--- src/rtl/loader_pkg.sv ---
// loader_pkg: shared definitions for the program loader.
//   - Default memory address/data widths.
//   - Loader FSM state encoding (2'b11 is unused and recovers to LOAD).
package loader_pkg;

  localparam int ADDR_W_DEF = 8;
  localparam int DATA_W_DEF = 8;

  typedef enum logic [1:0] {
    ST_LOAD  = 2'b00,
    ST_WRITE = 2'b01,
    ST_RUN   = 2'b10
  } loader_state_e;

endpackage

--- src/rtl/key_debounce.sv ---
// key_debounce: conditions the raw, bouncy, active-low write button.
//   CLOCK_50 : system clock
//   RESETn   : asynchronous active-low reset
//   key_n    : raw button level (active-low, asynchronous)
//   press    : registered one-cycle pulse on the debounced 1->0 transition
// The raw level goes through a 2-flop synchronizer. The stable level only
// follows the synchronized level after they have disagreed for
// DEBOUNCE_CYCLES consecutive cycles; any agreement clears the counter.
module key_debounce #(
  parameter int DEBOUNCE_CYCLES = 500000
) (
  input  logic CLOCK_50,
  input  logic RESETn,
  input  logic key_n,
  output logic press
);

  // At least one counter bit so tiny debounce settings still elaborate.
  localparam int CNT_W = (DEBOUNCE_CYCLES < 1) ? 1 : $clog2(DEBOUNCE_CYCLES + 1);
  localparam logic [CNT_W-1:0] CNT_MAX = CNT_W'(DEBOUNCE_CYCLES);

  logic             sync1_q, sync2_q;
  logic             stable_q, stable_d;
  logic             press_q, press_d;
  logic [CNT_W-1:0] cnt_q, cnt_d;

  always_comb begin
    stable_d = stable_q;
    cnt_d    = cnt_q;
    if (sync2_q == stable_q) begin
      cnt_d = '0;
    end else if (cnt_q == CNT_MAX) begin
      // Disagreement has lasted the full window: accept the new level.
      stable_d = sync2_q;
      cnt_d    = '0;
    end else begin
      cnt_d = cnt_q + 1'b1;
    end
    // Press is the accepted falling edge; release yields nothing.
    press_d = stable_q & ~stable_d;
  end

  always_ff @(posedge CLOCK_50 or negedge RESETn) begin
    if (!RESETn) begin
      sync1_q  <= 1'b1;
      sync2_q  <= 1'b1;
      stable_q <= 1'b1;
      cnt_q    <= '0;
      press_q  <= 1'b0;
    end else begin
      sync1_q  <= key_n;
      sync2_q  <= sync1_q;
      stable_q <= stable_d;
      cnt_q    <= cnt_d;
      press_q  <= press_d;
    end
  end

  assign press = press_q;

endmodule

--- src/rtl/prog_loader.sv ---
// prog_loader: operator front-end that owns the program memory write port
// while loading and gates the processor with cpu_run.
//   CLOCK_50, RESETn : clock, asynchronous active-low reset
//   KEY_n            : raw write button (active-low, bouncy)
//   SW_data          : byte to be written on a press
//   run_req          : level request to run the processor
//   mem_we/mem_addr/mem_wdata : memory write port (one-cycle strobe)
//   cpu_run          : processor enable
//   full             : every location has been written
//   count            : bytes written since reset
//   dbg_state        : current loader FSM state (debug visibility)
// Handshake: there is no back-pressure; a write is a single-cycle mem_we
// pulse with address and data held stable during that cycle, and the
// memory is assumed to accept it unconditionally.
module prog_loader
  import loader_pkg::*;
#(
  parameter int ADDR_W          = ADDR_W_DEF,
  parameter int DATA_W          = DATA_W_DEF,
  parameter int DEBOUNCE_CYCLES = 500000
) (
  input  logic              CLOCK_50,
  input  logic              RESETn,
  input  logic              KEY_n,
  input  logic [DATA_W-1:0] SW_data,
  input  logic              run_req,
  output logic              mem_we,
  output logic [ADDR_W-1:0] mem_addr,
  output logic [DATA_W-1:0] mem_wdata,
  output logic              cpu_run,
  output logic              full,
  output logic [ADDR_W:0]   count,
  output logic [1:0]        dbg_state
);

  localparam logic [ADDR_W-1:0] ADDR_MAX = {ADDR_W{1'b1}};
  localparam logic [ADDR_W:0]   CNT_ONE  = {{ADDR_W{1'b0}}, 1'b1};

  logic press;

  key_debounce #(
    .DEBOUNCE_CYCLES(DEBOUNCE_CYCLES)
  ) u_key_debounce (
    .CLOCK_50(CLOCK_50),
    .RESETn  (RESETn),
    .key_n   (KEY_n),
    .press   (press)
  );

  loader_state_e     state_q;
  logic              mem_we_q;
  logic [ADDR_W-1:0] addr_q;
  logic [DATA_W-1:0] wdata_q;
  logic              run_q;
  logic              full_q;
  logic [ADDR_W:0]   count_q;

  always_ff @(posedge CLOCK_50 or negedge RESETn) begin
    if (!RESETn) begin
      state_q  <= ST_LOAD;
      mem_we_q <= 1'b0;
      addr_q   <= '0;
      wdata_q  <= '0;
      run_q    <= 1'b0;
      full_q   <= 1'b0;
      count_q  <= '0;
    end else begin
      // The strobe is only ever raised for the single WRITE cycle.
      mem_we_q <= 1'b0;
      case (state_q)
        ST_LOAD: begin
          // A press beats run_req; presses once full are dropped.
          if (press && !full_q) begin
            wdata_q  <= SW_data;
            mem_we_q <= 1'b1;
            state_q  <= ST_WRITE;
          end else if (run_req) begin
            run_q   <= 1'b1;
            state_q <= ST_RUN;
          end
        end
        ST_WRITE: begin
          count_q <= count_q + CNT_ONE;
          // The last location pins the address and marks the memory full.
          if (addr_q == ADDR_MAX) begin
            full_q <= 1'b1;
          end else begin
            addr_q <= addr_q + 1'b1;
          end
          state_q <= ST_LOAD;
        end
        ST_RUN: begin
          // Presses are ignored here; address/count persist so loads append.
          if (!run_req) begin
            run_q   <= 1'b0;
            state_q <= ST_LOAD;
          end
        end
        default: begin
          run_q   <= 1'b0;
          state_q <= ST_LOAD;
        end
      endcase
    end
  end

  assign mem_we    = mem_we_q;
  assign mem_addr  = addr_q;
  assign mem_wdata = wdata_q;
  assign cpu_run   = run_q;
  assign full      = full_q;
  assign count     = count_q;
  assign dbg_state = state_q;

endmodule

--- config.mk ---
export PLATFORM = sky130hd
export DESIGN_NAME = prog_loader
export DESIGN_NICKNAME = d
export VERILOG_FILES = /design/src/rtl/loader_pkg.sv /design/src/rtl/key_debounce.sv /design/src/rtl/prog_loader.sv
export SDC_FILE = /design/constraint.sdc
export NUM_CORES = 1
export LEC_CHECK = 0
export CORE_MARGIN = 2
export CORE_UTILIZATION = 56
export DETAILED_ROUTE_END_ITERATION = 10
export PLACE_DENSITY = 0.84
export SLEW_MARGIN = 20
export SYNTH_ARGS = -nofsm -noshare
export SYNTH_HDL_FRONTEND = slang
export SYNTH_HIERARCHICAL = 1
export SYNTH_SLANG_ARGS = --single-unit
--- constraint.sdc ---
create_clock -name CLOCK_50 -period 5.8 [get_ports CLOCK_50]
set_input_delay 1.16 -clock CLOCK_50 [delete_from_list [all_inputs] [get_ports CLOCK_50]]
set_output_delay 1.16 -clock CLOCK_50 [all_outputs]
set_load 0.1 [all_outputs]
==> summary.md <==
| Metric | Value |
|---|---|
| Row count | 23 |
| Combinational power share | approximately 5.8% |
| Drt wl/cell | approximately 15 um |
| Tot Pwr | 626.7 uW |
| Hold-fix buffers, CTS | 0 |
| Power per cell area | between 200 and 250 mW/mm^2 |
| Clk Latency, worst-skew pair | ~310 ps |
| H-tree levels | 2 |
| Die Ht | 69.48 um |
| Worst setup margin | around 2600 ps |
| Root Driver | clkbuf_8 |
| Slew headroom | 32.60% |
| Register area share after synthesis | 55.39% |
| Routed WL | 4483 um |
| Slowest cell on crit path | clkdlybuf4s50_1 |
| Total Nets Final | about 260 |
| Slew Limit Fails | 0 |
| Fin Setup TNS | 0 ps |
| Initial Util | between 50% and 60% |
| Core area | between 0.004 and 0.005 sq mm |
| Reg-to-reg endpoint | u_key_debounce/cnt_q[12] |
| Worst-margin pin slew | a little over 1000 ps |
| Crit-path cells | clkdlybuf4s50_1 |
| DRC Markers | 0 |
| Avg Inst Size Synth | 11.83 sq um |
| Via-per-instance ratio | between 5 and 6 |
| Stages on worst setup path | 1 |
| Placed insts | 291 |
| HP Class | reg2reg |
| Routed vias | between 1500 and 2000 |
| Worst path required time | 4640 ps |
| Post-CTS Resized | 0 |
| Starting DRC count in detailed routing | 81 |
| Setup violators final | 0 |
| Clock Power Share | approximately a third |
| CTS buffer count | 5 |
| Max-cap violations | 0 |
| Non-Filler Instances | roughly 300 |
| WP buf/inv | 1 |
| Sinks on Clock Net | 53 |
| Final Hold Vio Count | 0 |
| Hold slack | about 360 ps |
| Pre-CTS WS | between 2000 and 3000 ps |
| Internal Pwr Total | around 470 uW |
| Worst r2r src | u_key_debounce/cnt_q[0] |
| Number of synthesized flops with an enable pin | 0 |
| IO Port Bufs | just over 40 |
| Switching Power | 154.0 uW |
| Crit Path Class | reg2out |
| Sw Ratio | 24.58% |
| Layout cells sized above 1 | 14.46% |
| First-pass GRT wire length | between 7000 and 8000 um |
| CTS tree | built |
| Fmax | roughly 0.31 GHz |
| Worst Reg-to-Reg Cells | 5 |
| DRT Pass-1 Iters | 4 |
| Top-Level Pins | 42 |
| Worst Path Arrival | approximately 2000 ps |
| Cell family with most CP delay | buffers and inverters |
| Syn_nets | ~220 |
| Setup slack, reg-to-reg | approximately 3500 ps |
| Initial antenna violation count | 0 |
| Seq pwr share | about 60% |
| Worst Setup End Kind | output port |
| Final HPWL DP | 3074 um |
| Worst setup endpoint | dbg_state[1] |
| Total track usage | a little over 20% |
| Top_reg_cell synth | dfrtp_1 |
| Synth cell types | 42 |
| Most frequent cells in the layout | dfrtp_1, clkdlybuf4s50_1, nor2_1 |
| Die Wd | around 69 um |
| Grt ovf | 0 |
| Asr flop ratio synth | between 90% and 100% |
| Setup crit start | dbg_state[1] |
| Area Growth Syn to Fin | 22.51% |
| Worst VDD drop | around 0.19 mV |
| Antenna cell count | 0 |
| Synthesized area | 0.002401 sq mm |
| Ys Warns | 6 |
| Leakage power | between 0.001 and 0.0015 uW |
| Crit Path Max Fanout | 6 |
| Syn Inst Count | just over 200 |
| Skew final | between 5 and 6 ps |
| Tcrit/Tclk final | between 50 and 60% |
| Die area | ~0.0048 sq mm |
| Tmin final | 3201 ps |
| Most common library cell in the layout ignoring fill and taps | dfrtp_1 |
| Setup bufs post-CTS | 0 |
| Largest net degree at the start of global routing | between 50 and 60 |
| #FFs+latches synth | 53 |
| Largest stage delay, worst path | 1210 ps |
| Crit start category | register |
| Clock Path Buffers | 2 |
| Unrepaired setup endpoints after global routing | no |
| Placer Congestion | about 0.76 |
| Outcome | finished clean |
| Post-route ant nets | 0 |
| Vias in the first global route | roughly 1700 |
| Clk slew on worst S/H paths | approximately 100 ps |
## power by group through the flow
stage	sequential [uW]	clock, uW	combinational [uW]
finish	378	213	36.3
global route	378	232	40.0
CTS	378	218	37.4
detailed placement	385	0	37.1
global placement	384	0	36.4
floorplan	392	0	10.0
## cell usage after synthesis (2+ instances only)
cell type  count  area (sq um)
nand3_1        8         40.04
a21oi_1        8         40.04
nor2_1        17         63.81
mux2_2        10         112.6
ha_1           4         50.05
dfstp_2        3         78.83
nand4_1       12         75.07
xor2_1        11         96.34
o21ai_0        4         20.02
xnor2_1       14         122.6
and4_1         4         35.03
nor3_1         3         15.01
o31ai_1        3         22.52
nand2_1       13         48.80
buf_4          2         15.01
nand2b_1       2         12.51
and3_1         2         12.51
or3_2          2         15.01
or4_4          2         22.52
inv_1          6         22.52
or4_1          3         22.52
dfrtp_1       50          1251
## flip-flops by register name, summed over array words and instances, names as in the netlist
register,cells
u_key_debounce/cnt_q,19
count,9
mem_addr,8
mem_wdata,8
dbg_state,2
cpu_run,1
full,1
mem_we,1
u_key_debounce/press,1
u_key_debounce/stable_q,1
u_key_debounce/sync1_q,1
u_key_debounce/sync2_q,1
## cell families after synthesis
family / count (synthesis) / synth area share, %
and+or+nand+nor: 80 / 20.06
DFF: 53 / 55.39
xor gates and xnor gates: 25 / 9.119
AOI/OAI and AO/OA: 19 / 5.576
muxes: 12 / 5.784
buffers and inverters: 10 / 1.980
adders and majority gates: 4 / 2.085
## through the flow
stage | cell area [sq um] | util [%]
4_1_cts | 2942 | 72.49
5_1_grt | 2942 | 72.49
6_report | 2942 | 72.49
2_1_floorplan | 2401 | -
3_5_place_dp | 2851 | 70.27
3_3_place_gp | 2851 | 70.27
## worst min-delay path by stage
stage	from	end	slack, ps	cells past startpoint
4_1_cts	u_key_debounce/sync1_q	u_key_debounce/sync2_q	360	0
3_3_place_gp	u_key_debounce/sync1_q	u_key_debounce/sync2_q	350	0
6_report	u_key_debounce/sync1_q	u_key_debounce/sync2_q	360	0
5_1_grt	u_key_debounce/sync1_q	u_key_debounce/sync2_q	370	0
2_1_floorplan	u_key_debounce/sync1_q	u_key_debounce/sync2_q	350	0
3_5_place_dp	u_key_debounce/sync1_q	u_key_debounce/sync2_q	350	0
## cell type report
class	count	area (sq um)
Tap cell	50	62.56
Inverter	6	22.52
Timing Repair Buffer	42	412.9
Clock inverter	3	21.27
Clock buffer	5	68.82
Fill cell	303	1116
Multi-Input combinational cell	140	1023
Sequential cell	53	1330
## routing by layer
layer / vias up / GRT usage, % / routed length (um)
met2: 36 / 33.55 / 2157
met5: - / 0 / 0
met3: 6 / 7.122 / 276
met4: 0 / 5.011 / 58
li1: 806 / - / -
met1: 827 / 25.10 / 1990
No activity file was read; power rests on OpenSTA's default activity.
